==> config.mk <==
export PLATFORM = sky130hd
export DESIGN_NAME = wdt_kick_ctrl
export DESIGN_NICKNAME = d
export VERILOG_FILES = /design/src/rtl/wdt_kick_ctrl.sv
export SDC_FILE = /design/constraint.sdc
export NUM_CORES = 1
export LEC_CHECK = 0
export CAP_MARGIN = 20
export CORE_ASPECT_RATIO = 1.2
export CORE_MARGIN = 3
export CORE_UTILIZATION = 45
export DETAILED_ROUTE_END_ITERATION = 7
export GPL_TIMING_DRIVEN = 0
export PLACE_DENSITY = 0.77
export RECOVER_POWER = 25
export SYNTH_ARGS = -nofsm -noshare
export SYNTH_HDL_FRONTEND = slang
export SYNTH_SLANG_ARGS = --single-unit
==> constraint.sdc <==
create_clock -name i_clk -period 1.8 [get_ports i_clk]
set_input_delay 0.18 -clock i_clk [delete_from_list [all_inputs] [get_ports i_clk]]
set_output_delay 0.18 -clock i_clk [all_outputs]
set_load 0.1 [all_outputs]
==> src/rtl/wdt_kick_ctrl.sv <==
// Bus-side watchdog controller: holds PERIOD/RSTLEN, gates kicks behind a two-word key,
// freezes the watchdog while disabled, and stretches the watchdog reset into a CPU reset.
module wdt_kick_ctrl #(
  parameter logic [31:0] KEY1        = 32'h0000_5555,
  parameter logic [31:0] KEY2        = 32'h0000_AAAA,
  parameter int unsigned KEY_WIN     = 16,
  parameter int unsigned RST_STRETCH = 4
) (
  input  logic        i_clk,
  input  logic        i_rst,
  input  logic        i_we,
  input  logic        i_re,
  input  logic [1:0]  i_addr,
  input  logic [31:0] i_wdata,
  output logic [31:0] o_rdata,
  input  logic        i_fail_safe,
  input  logic        i_hw_rst,
  output logic        o_clrwdt,
  output logic [31:0] o_wait_period,
  output logic        o_wait_w_en,
  output logic [31:0] o_rst_period,
  output logic        o_cpu_rst,
  output logic        o_key_err
);

  localparam int unsigned WIN_W = $clog2(KEY_WIN + 1);
  localparam int unsigned STR_W = $clog2(RST_STRETCH + 1);

  typedef enum logic [1:0] {S_OFF, S_RUN, S_KEY1, S_RST} state_t;

  state_t             state;
  logic               en;
  logic               lock;
  logic               fs_sticky;
  logic               hw_q;
  logic [31:0]        period;
  logic [31:0]        rstlen;
  logic [15:0]        rst_cnt;
  logic [WIN_W-1:0]   win_cnt;
  logic [STR_W-1:0]   str_cnt;
  logic [31:0]        rd_mux;
  logic               bus_wr;
  logic               ctrl_wr;
  logic               key_wr;
  logic               en_off;

  // The watchdog reset and the S_RST state both shut out the bus.
  assign bus_wr  = i_we && !i_hw_rst && (state != S_RST);
  assign ctrl_wr = bus_wr && (i_addr == 2'd0);
  assign key_wr  = bus_wr && (i_addr == 2'd3);
  assign en_off  = ctrl_wr && !i_wdata[0] && !lock;

  assign o_wait_period = period;
  assign o_rst_period  = rstlen;

  always_comb begin
    rd_mux = '0;
    case (i_addr)
      2'd0:    rd_mux = {rst_cnt, 12'b0, fs_sticky, i_hw_rst, lock, en};
      2'd1:    rd_mux = period;
      2'd2:    rd_mux = rstlen;
      default: rd_mux = '0;
    endcase
  end

  always_ff @(posedge i_clk) begin
    if (i_rst) begin
      state       <= S_OFF;
      en          <= 1'b0;
      lock        <= 1'b0;
      fs_sticky   <= 1'b0;
      hw_q        <= 1'b0;
      period      <= 32'd1000;
      rstlen      <= 32'd10;
      rst_cnt     <= '0;
      win_cnt     <= '0;
      str_cnt     <= '0;
      o_rdata     <= '0;
      o_clrwdt    <= 1'b1;
      o_wait_w_en <= 1'b0;
      o_cpu_rst   <= 1'b0;
      o_key_err   <= 1'b0;
    end else begin
      o_key_err <= 1'b0;
      hw_q      <= i_hw_rst;
      if (i_re) o_rdata <= rd_mux;

      if (i_fail_safe)               fs_sticky <= 1'b1;
      else if (ctrl_wr && i_wdata[2]) fs_sticky <= 1'b0;

      // Register file; LOCK is sticky and freezes the timing configuration.
      if (ctrl_wr) begin
        lock <= lock | i_wdata[1];
        if (i_wdata[0] || !lock) en <= i_wdata[0];
        else                     o_key_err <= 1'b1;
      end
      if (bus_wr && (i_addr == 2'd1)) begin
        if (!lock) period <= i_wdata;
        else       o_key_err <= 1'b1;
      end
      if (bus_wr && (i_addr == 2'd2)) begin
        if (!lock) rstlen <= i_wdata;
        else       o_key_err <= 1'b1;
      end

      if (i_hw_rst) begin
        state       <= S_RST;
        o_cpu_rst   <= 1'b1;
        o_clrwdt    <= 1'b0;
        o_wait_w_en <= 1'b0;
        str_cnt     <= STR_W'(RST_STRETCH);
        if (!hw_q && (rst_cnt != 16'hFFFF)) rst_cnt <= rst_cnt + 16'd1;
      end else begin
        case (state)
          S_OFF: begin
            if (ctrl_wr && i_wdata[0]) begin
              state       <= S_RUN;
              o_clrwdt    <= 1'b0;
              o_wait_w_en <= 1'b0;
            end else begin
              o_clrwdt    <= 1'b1;
              o_wait_w_en <= 1'b1;
            end
          end
          S_RUN: begin
            o_clrwdt    <= 1'b0;
            o_wait_w_en <= 1'b0;
            if (en_off) begin
              state       <= S_OFF;
              o_clrwdt    <= 1'b1;
              o_wait_w_en <= 1'b1;
            end else if (key_wr) begin
              if (i_wdata == KEY1) begin
                state   <= S_KEY1;
                win_cnt <= WIN_W'(KEY_WIN);
              end else begin
                o_key_err <= 1'b1;
              end
            end
          end
          S_KEY1: begin
            o_clrwdt    <= 1'b0;
            o_wait_w_en <= 1'b0;
            win_cnt     <= win_cnt - WIN_W'(1);
            if (en_off) begin
              state       <= S_OFF;
              o_clrwdt    <= 1'b1;
              o_wait_w_en <= 1'b1;
            end else if (key_wr) begin
              state <= S_RUN;
              if (i_wdata == KEY2) begin
                o_clrwdt    <= 1'b1;
                o_wait_w_en <= 1'b1;
              end else begin
                o_key_err <= 1'b1;
              end
            end else if (win_cnt == WIN_W'(1)) begin
              // Last cycle of the window passed without KEY2.
              state     <= S_RUN;
              o_key_err <= 1'b1;
            end
          end
          S_RST: begin
            if (str_cnt == '0) begin
              o_cpu_rst   <= 1'b0;
              state       <= en ? S_RUN : S_OFF;
              o_clrwdt    <= !en;
              o_wait_w_en <= !en;
            end else begin
              str_cnt <= str_cnt - STR_W'(1);
            end
          end
          default: state <= S_OFF;
        endcase
      end
    end
  end

endmodule
==> run summary <==
For the worst setup path, the data arrival time is 2.29 ns. The share of async-settable or async-resettable flops after synthesis is 0%. Setup repair after global routing could not meet its margin everywhere. The tools report the via count of the first global-routing pass as 5,960. Primary flip-flop cell chosen by synthesis mapping: sky130_fd_sc_hd__dfxtp_1. The starting density of the core was 46.8%; the slew at the pin with the worst max-slew slack was 0.966 ns.

The total nets after synthesis was 755; the half-perimeter wire length after placement was 14,200 um. In this run the clock root is driven by a sky130_fd_sc_hd__clkbuf_16. Summed over all cells, the static leakage comes to 3.53 nW.

The design draws 8.53 mW. Summing all multi-input logic gate instances after layout gives 0.00346 mm2. The run gives -0.160 ns as the final setup slack of the worst path. The final net count was 932; the number of synthesized register bits was 130. After global routing the overflow that remains totals 0. In the finished design, the share of the clock period the worst path needs comes to 109%.

Counting every instance in the synthesized netlist gives 705. The path class of the lowest-slack min-delay path is in2reg. Number of buffers added on ports: 135. The final reports fail on setup timing. After synthesis, the mean cell area works out to 8.18 um2. The smallest clock period supported by the final layout is computed as 1.96 ns. Critical path launch point type: a register. The endpoint kind of the worst setup timing path was a register. The first global-routing pass estimated 30,500 um of wire. TritonCTS built the clock tree. The startpoint identified for the worst register-to-register timing path is state[0]$_SDFFE_PP0P_.

The logs give 0.00577 mm2 for the synthesized area and 510 MHz for the maximum achievable frequency. The minimum hold slack is 0.126 ns. The tools report the number of buffers inserted for hold repair after clock tree synthesis as 0. The maximum clock skew at final layout is 0.00548 ns. The via count was 6,349; the count of flip-flops with a built-in enable after synthesis was 0. The repair_antennas step left the layout with diodes totalling 0. Summed over all layers, the routed wires come to 22,400 um. Data on the critical path is required at its endpoint by 2.13 ns. In this run the worst path has a maximum fanout of 8.

The worst setup path is of the reg2reg kind. The share of layout cells above drive strength 1 came out at 31.6%. The initial antenna violation count was 0; the die area was 0.0142 mm2. From left edge to right edge, the die measures 109 um. The vertical die dimension is 130 um. The run gives 54 as the count of unique library cells instantiated by Yosys. The global-route usage over all layers came out at 27.5%. The area growth from synthesis to final layout works out to 54.1%. The number of endpoints with negative hold slack in the final report came out at 0.

The clock transition at the register clock pins on the worst setup and hold paths after CTS is 0.06 ns, and the clock sink count is 130. The count of nets left with antenna violations once routing finished came out at 0. In this run the tightest slew margin relative to its limit is 35.9%. Max-cap violations in this run came to 0. The logs give 140 for the number of I/O pins and 0 for the number of warnings reported in the yosys synthesis log. The total CTS buffers is 17, and the number of buffers between clock root and the deepest sink is 2. The DRC marker count from the first detailed-route iteration is 516, and the detailed-route vias per instance is 6.01.

The row count was 44. The share of the Yosys chip area taken by registers is 45.1%. In this run the most critical hold path is launched from i_wdata[6]. The worst-case IR drop observed on VDD is 0.000590 V.

The final count of pins violating max slew is 0. The sum of negative setup slack came out at -6.24 ns. For this run, design rule violations remaining after detail routing come to 0. In this run the power density over the cells is 960 mW/mm2. The region available for standard cell placement spans 0.0123 mm2. The launch point of the critical path is state[0]$_SDFFE_PP0P_.

The logs give 867 for the number of filler cells placed in the layout and 0.00262 mm2 for the sequential cell area. CTS built an H-tree with a depth of 4. Before antenna repair, the detailed router went through 5 iterations. The logs give 67 for the final-report setup violation count and 17 for the maximum number of pins on one net before global-route repair. The run finished, with violations left. The later pin in the worst-skew pair is clocked with a latency of 0.42 ns. Dividing the detail-routed wire length by the instance count gives 21.2 um. At the end of routability-driven placement, the weighted congestion stood at 0.878.
==> power by group <==
group          total, mW  switching (mW)  leakage [nW]  internal [mW]
combinational       1.69            1.20          2.17          0.492
sequential          3.09          0.0947          1.06           2.99
clock               3.75            1.36         0.298           2.39
total               8.53            2.65          3.53           5.88
==> state kept, by name, indices dropped and copies added (netlist names), 2 cells and up <==
register       flops
o_rdata           32
o_wait_period     32
o_rst_period      32
state              2
rst_cnt           16
str_cnt            3
win_cnt            5
==> per-stage QoR <==
step,instance area (um2),setup slack [ns],util (%),instances
5_1_grt,8880,-0.257,72.0,1056
2_1_floorplan,5770,-0.000362,-,705
3_5_place_dp,7330,-0.657,59.4,1001
4_1_cts,8260,-0.115,67.0,1042
3_3_place_gp,7330,-0.569,59.4,1001
6_report,8880,-0.160,72.0,1056
==> critical path, stage by stage, from the launching register on <==
cell and delay, ns:
sky130_fd_sc_hd__dfxtp_4 0.35, sky130_fd_sc_hd__ha_4 0.18, sky130_fd_sc_hd__or3b_4 0.40, sky130_fd_sc_hd__nor2_4 0.21
sky130_fd_sc_hd__and2_4 0.31, sky130_fd_sc_hd__clkbuf_16 0.19, sky130_fd_sc_hd__nand2_1 0.06, sky130_fd_sc_hd__a21oi_1 0.17
==> cells in the mapped netlist, drive strengths merged, types with 7 or more instances <==
master	number	area share, %
nand2	146	9.5
dfxtp	130	45
a21oi	85	7.4
nor2	76	4.9
clkbuf	40	2.8
a211oi	36	4.7
mux2i	21	3.6
nand3	16	1.4
xor2	15	2.3
a22oi	12	1.6
inv	12	0.78
buf	11	1.1
ha	10	2.2
nor3	9	0.78
o21ai	9	0.78
nor4bb	8	1.4
nand4	7	0.87
==> per-layer routing <==
layer	wire [um]	up-vias	GRT usage, %
met4	771	0	7.26
met2	11600	377	49.7
met3	1610	82	5.15
met5	0	-	0
met1	8340	3073	33.3
li1	-	2817	-
==> worst paths after layout <==
kind,slack [ns],cells past startpoint,end
hold / removal,0.13,3,o_wait_period[6]$_SDFFE_PP1P_
setup reg to reg,-0.16,7,o_wait_period[11]$_SDFFE_PP0P_
hold reg to reg,0.46,2,o_wait_w_en$_SDFFE_PP0N_
setup / recovery,-0.16,7,o_wait_period[11]$_SDFFE_PP0P_
==> layout by cell type (no fill, tap or decap), drive strengths merged, types with 7 or more instances in the layout <==
cell	synthesis	final
nand2	146	146
dfxtp	130	130
clkbuf	40	94
a21oi	85	85
nor2	76	76
clkdlybuf4s15	0	64
a211oi	36	36
buf	11	33
clkdlybuf4s50	0	22
mux2i	21	21
nand3	16	16
xor2	15	15
dlymetal6s2s	0	13
a22oi	12	12
inv	12	12
ha	10	10
nor3	9	9
o21ai	9	9
nor4bb	8	8
nand4	7	7
==> cell type report <==
class / count / area share (%)
Multi-Input combinational cell: 511 / 38.9
Sequential cell: 130 / 29.5
Timing Repair Buffer: 160 / 17.7
Clock buffer: 20 / 5.14
Buffer: 50 / 3.99
Tap cell: 161 / 2.27
Clock inverter: 12 / 2.04
Inverter: 12 / 0.507
==> kinds of logic after synthesis <==
group	after synthesis	synth area share, %
simple gates	294	23.0
fa+ha+maj	10	2.17
xor+xnor	16	2.43
mux	21	3.65
flops	130	45.1
compound gates	170	18.8
buf+inv	64	4.82
==> timing repair <==
action,4_1_cts,5_1_grt
pin swaps,13,44
endpoints found under the setup margin,180,109
resized for setup,292,198
cloned,0,6
buffers inserted,11,8
(Power assumes the default switching activity.)
